==> src/rtl/start_scheduler.sv <==
`default_nettype none
// ============================================================================
// start_scheduler : queues start requests and issues them one at a time to a
//   4-state sequencer, with a per-phase watchdog and sticky timeout flag.
// Rev 1.0
// ============================================================================
module start_scheduler #(
  parameter int MAX_PEND = 7,
  parameter int TIMEOUT  = 15
) (
  input  logic       clk,
  input  logic       reset_n,
  input  logic       req_valid,
  output logic       req_ready,
  input  logic [1:0] seq_state,
  output logic       start,
  output logic       busy,
  output logic [2:0] pending,
  output logic       done_pulse,
  output logic       timeout_err,
  input  logic       clr_err
);

  localparam logic [2:0] C_MAX_PEND = 3'(MAX_PEND);
  localparam logic [3:0] C_WD_LAST  = 4'(TIMEOUT - 1);
  localparam logic [1:0] C_SEQ_IDLE = 2'b00;
  localparam logic [1:0] C_SEQ_ACK  = 2'b01;

  typedef enum logic [1:0] {
    S_IDLE  = 2'd0,
    S_ISSUE = 2'd1,
    S_RUN   = 2'd2
  } state_t;

  state_t     state_q, state_d;
  logic [2:0] pending_q, pending_d;
  logic [3:0] wd_q, wd_d;
  logic       done_q, done_d;
  logic       err_q, err_d;
  logic       w_take;
  logic       w_accept;
  logic       w_expire;

  assign req_ready = (pending_q < C_MAX_PEND);

  always_comb begin
    state_d  = state_q;
    wd_d     = 4'd0;
    done_d   = 1'b0;
    err_d    = err_q;
    w_accept = 1'b0;
    w_expire = 1'b0;
    w_take   = req_valid & req_ready;

    case (state_q)
      S_IDLE: begin
        if ((pending_q != 3'd0) && (seq_state == C_SEQ_IDLE) && !err_q) begin
          state_d = S_ISSUE;
        end
      end
      S_ISSUE: begin
        wd_d = wd_q + 4'd1;
        // An expiring watchdog wins over an accept seen on the same edge.
        if (wd_q == C_WD_LAST) begin
          w_expire = 1'b1;
          state_d  = S_IDLE;
          wd_d     = 4'd0;
        end else if (seq_state == C_SEQ_ACK) begin
          w_accept = 1'b1;
          state_d  = S_RUN;
          wd_d     = 4'd0;
        end
      end
      S_RUN: begin
        wd_d = wd_q + 4'd1;
        if (wd_q == C_WD_LAST) begin
          w_expire = 1'b1;
          state_d  = S_IDLE;
          wd_d     = 4'd0;
        end else if (seq_state == C_SEQ_IDLE) begin
          done_d  = 1'b1;
          state_d = S_IDLE;
          wd_d    = 4'd0;
        end
      end
      default: begin
        state_d = S_IDLE;
      end
    endcase

    if (w_expire) begin
      err_d = 1'b1;
    end else if (clr_err) begin
      err_d = 1'b0;
    end

    pending_d = pending_q + {2'b00, w_take} - {2'b00, w_accept};
  end

  always_ff @(posedge clk or negedge reset_n) begin
    if (!reset_n) begin
      state_q   <= S_IDLE;
      pending_q <= 3'd0;
      wd_q      <= 4'd0;
      done_q    <= 1'b0;
      err_q     <= 1'b0;
    end else begin
      state_q   <= state_d;
      pending_q <= pending_d;
      wd_q      <= wd_d;
      done_q    <= done_d;
      err_q     <= err_d;
    end
  end

  assign start       = (state_q == S_ISSUE);
  assign busy        = (state_q != S_IDLE);
  assign pending     = pending_q;
  assign done_pulse  = done_q;
  assign timeout_err = err_q;

endmodule
`default_nettype wire

==> config.mk <==
export PLATFORM = sky130hd
export DESIGN_NAME = start_scheduler
export DESIGN_NICKNAME = d
export VERILOG_FILES = /design/src/rtl/start_scheduler.sv
export SDC_FILE = /design/constraint.sdc
export NUM_CORES = 1
export LEC_CHECK = 0
export CAP_MARGIN = 10
export CELL_PAD_IN_SITES_DETAIL_PLACEMENT = 0
export CELL_PAD_IN_SITES_GLOBAL_PLACEMENT = 1
export CORE_AREA = 3 3 44 46
export CTS_BUF_LIST = sky130_fd_sc_hd__clkbuf_4 sky130_fd_sc_hd__clkbuf_8
export CTS_CLUSTER_DIAMETER = 60
export DETAILED_ROUTE_END_ITERATION = 10
export DIE_AREA = 0 0 47 49
export MAX_ROUTING_LAYER = met4
export PLACE_DENSITY = 0.84
export SLEW_MARGIN = 20
export SYNTH_ARGS = -nofsm -noshare
export SYNTH_HDL_FRONTEND = slang
export SYNTH_SLANG_ARGS = --single-unit
==> constraint.sdc <==
create_clock -name clk -period 2.5 [get_ports clk]
set_input_delay 0.625 -clock clk [delete_from_list [all_inputs] [get_ports clk]]
set_output_delay 0.625 -clock clk [all_outputs]
set_load 0.05 [all_outputs]
==> results.toml <==
[synthesis]
synth_adder_area_share_pct = 19.3
synth-seq-cells = 11
synth-xor-area-share_pct = 2.81
synth-simple-area-share_pct = 13.5
synth.area.mux_share_pct = 0
synth_cells = 58
synth_top_family_by_area = "adder cells"
synth_edf_count = 0
yosysSeqAreaShare_pct = 44.2
ys.flop_type = "dfrtp_1"
synth_nets = 73
syn_area_um2 = 623
ys_types = 25
postSynthAreaPerCell_um2 = 10.7
synth_compound_area_share_pct = 14.9
yosys_warnings = 0
async_flop_share_pct = 100

[floorplan]
core-area_um2 = 1540
io_pins = 14
initial_utilization_pct = 40.4
die_w_um = 47
rows = 14
fp.dieH_um = 49
die_area_um2 = 2300

[clock_network]
hold_buffers = 0
clk_latency_ns = 0.26
clk_pin_slew_worst_paths_ns = 0.07
cts_setup_buffers = 0
cts_max_path_buffers = 2
htree_levels = 1
clockRootBuffer = "clkbuf_4"
cts_tree = "yes"
cts_buffers = 3
cts_resized = 0
cts_sinks = 11

[run_status]
status = "finished, final reports clean"

[flow_run]
drv_cap = 0

[finish]
drive_gt1_share_pct = 17.9
utilization_pct = 53.2
antenna_cells = 0
fin_nets = 94
fillers = 148
area_growth_pct = 31.7

[place]
io_buffers = 13
dpl_worst_slack_ns = 0.00177
hpwl_um = 998
place.gp.congestion = 0.732

[detailed_routing]
ant_nets = 0
drc = 0
dr.pass1.iters = 1
drt_wl_total_mm = 1.18
drt_iter0_markers = 0
vias = 475
vias_per_cell = 5.05
wire_per_inst_um = 12.5

[power_and_ir_drop]
p_seq_share_pct = 28.7
comb_power_share_pct = 57.7
finalPower_mw = 0.931
powerDensity_nw_per_um2 = 1130
peakVddDrop_mv = 0.542
leakagePower_nw = 0.393
p_clk_share_pct = 13.6
p_int_mw = 0.498
p_sw_share_pct = 46.6
p_switching_mw = 0.434

[grt]
grt_usage_pct = 12.9
grt_max_degree = 12
grt_pass1_wl_mm = 2.06
grt.overflow.total = 0
antenna_found_initial = 0
grt_pass1_vias = 449

[sta]
fmax_mhz = 420
slew_viol_final = 0
final.period_utilization_pct = 95.3
timing.slew.headroom_pct = 66.7
worst_slack_ns = 0.118
rsz0062_at_grt = "no"
fin_skew_ns = 0.00766
fin_setup_tns_ns = 0
worst_pin_slew_ns = 0.498
hold_ws_ns = 0.506
setup_viol = 0
period_needed_ns = 2.38
hold_violations = 0

[hold_path]
hold_class = "reg -> reg"

[worst_setup_path]
crit_path_end_kind = "primary output"
crit_slowest_cell = "clkdlybuf4s50_1"
path_cells = "ha_1 -> nand2_1 -> clkdlybuf4s50_1"
slowest_delay_ns = 0.80
required_ns = 1.88
cp.arrival_ns = 1.76
path_class = "reg -> out"
cp-start-kind = "flip-flop"
critPathMaxFanout = 4
## synthesized netlist by cell type, drive strengths merged, types with 2 or more instances
library cell	count	area (µm²)
dfrtp	11	275
inv	9	33.8
ha	8	100
nor2	4	15.0
nand2	3	11.3
nand3	3	20.0
a21o	2	16.3
a21oi	2	13.8
o21a	2	15.0
xnor2	2	17.5
## sequential cells by signal, indices dropped and copies added (netlist names)
signal and flops:
done_pulse 1, pending 3, state_q 2, wd_q 4, timeout_err 1
## power by group through the flow
stage | Sequential [mW] | Clock [mW] | Combinational [mW]
after floorplan | 0.358 | 0 | 0.299
after global placement | 0.269 | 0 | 0.538
after detailed placement | 0.272 | 0 | 0.544
after CTS | 0.269 | 0.135 | 0.545
after global routing | 0.276 | 0.140 | 0.589
final | 0.268 | 0.127 | 0.537
## critical path, delay by kind of cell (launching register included)
family | cells | cell delay, ns
buf+inv | 1 | 0.80
flops | 1 | 0.41
fa+ha+maj | 1 | 0.21
simple gates | 1 | 0.08
## per-layer routing
| metal | up-vias | track usage (%) | share of wire [%] |
|---|---|---|---|
| li1 | 242 | - | - |
| met1 | 218 | 16.9 | 43 |
| met2 | 13 | 18.3 | 49 |
| met3 | 2 | 5.54 | 7.3 |
| met4 | 0 | 2.76 | 0.51 |
| met5 | - | - | 0 |
## cell families (layout without fill, tap and decap cells)
group,Yosys count,in the layout
AND/OR/NAND/NOR,15,15
buffers and inverters,9,29
XOR/XNOR,2,2
adder cells (fa/ha/maj),9,9
AO/OA/AOI/OAI,12,12
flip-flops,11,11
## stage by stage
step	std cells	instance area, µm²
2_1_floorplan	58	623
4_1_cts	94	821
3_3_place_gp	90	791
3_5_place_dp	90	791
5_1_grt	94	821
6_report	94	821
## placed cells by master (no fill, tap or decap), types with 2 or more instances in the layout
master	Yosys	final
nand3_1	2	2
buf_4	0	5
dfrtp_1	11	11
nor2_1	4	4
inv_1	9	9
xnor2_1	2	2
o21a_1	2	2
ha_1	8	8
nand2_1	3	3
clkbuf_4	0	4
clkdlybuf4s50_1	0	11
## worst paths after layout
kind / start / end / slack, ns / cells after the start
hold reg to reg: wd_q[3] / wd_q[3] / 0.51 / 1
min in group asynchronous: reset_n / done_pulse / 0.69 / 1
max in group asynchronous: reset_n / state_q[0] / 1.47 / 1
setup reg to reg: wd_q[0] / pending[2] / 0.35 / 9
hold / removal: wd_q[3] / wd_q[3] / 0.51 / 1
setup / recovery: pending[1] / req_ready / 0.12 / 3
## layout make-up
cell class	count	area, µm²	area share (%)
Multi-Input combinational cell	38	314	38.3
Timing Repair Buffer	16	148	18.0
Sequential cell	11	275	33.5
Clock buffer	4	30.0	3.66
Inverter	9	33.8	4.12
Tap cell	16	20.0	2.44
Note: power is estimated with default switching activity, not from simulation.
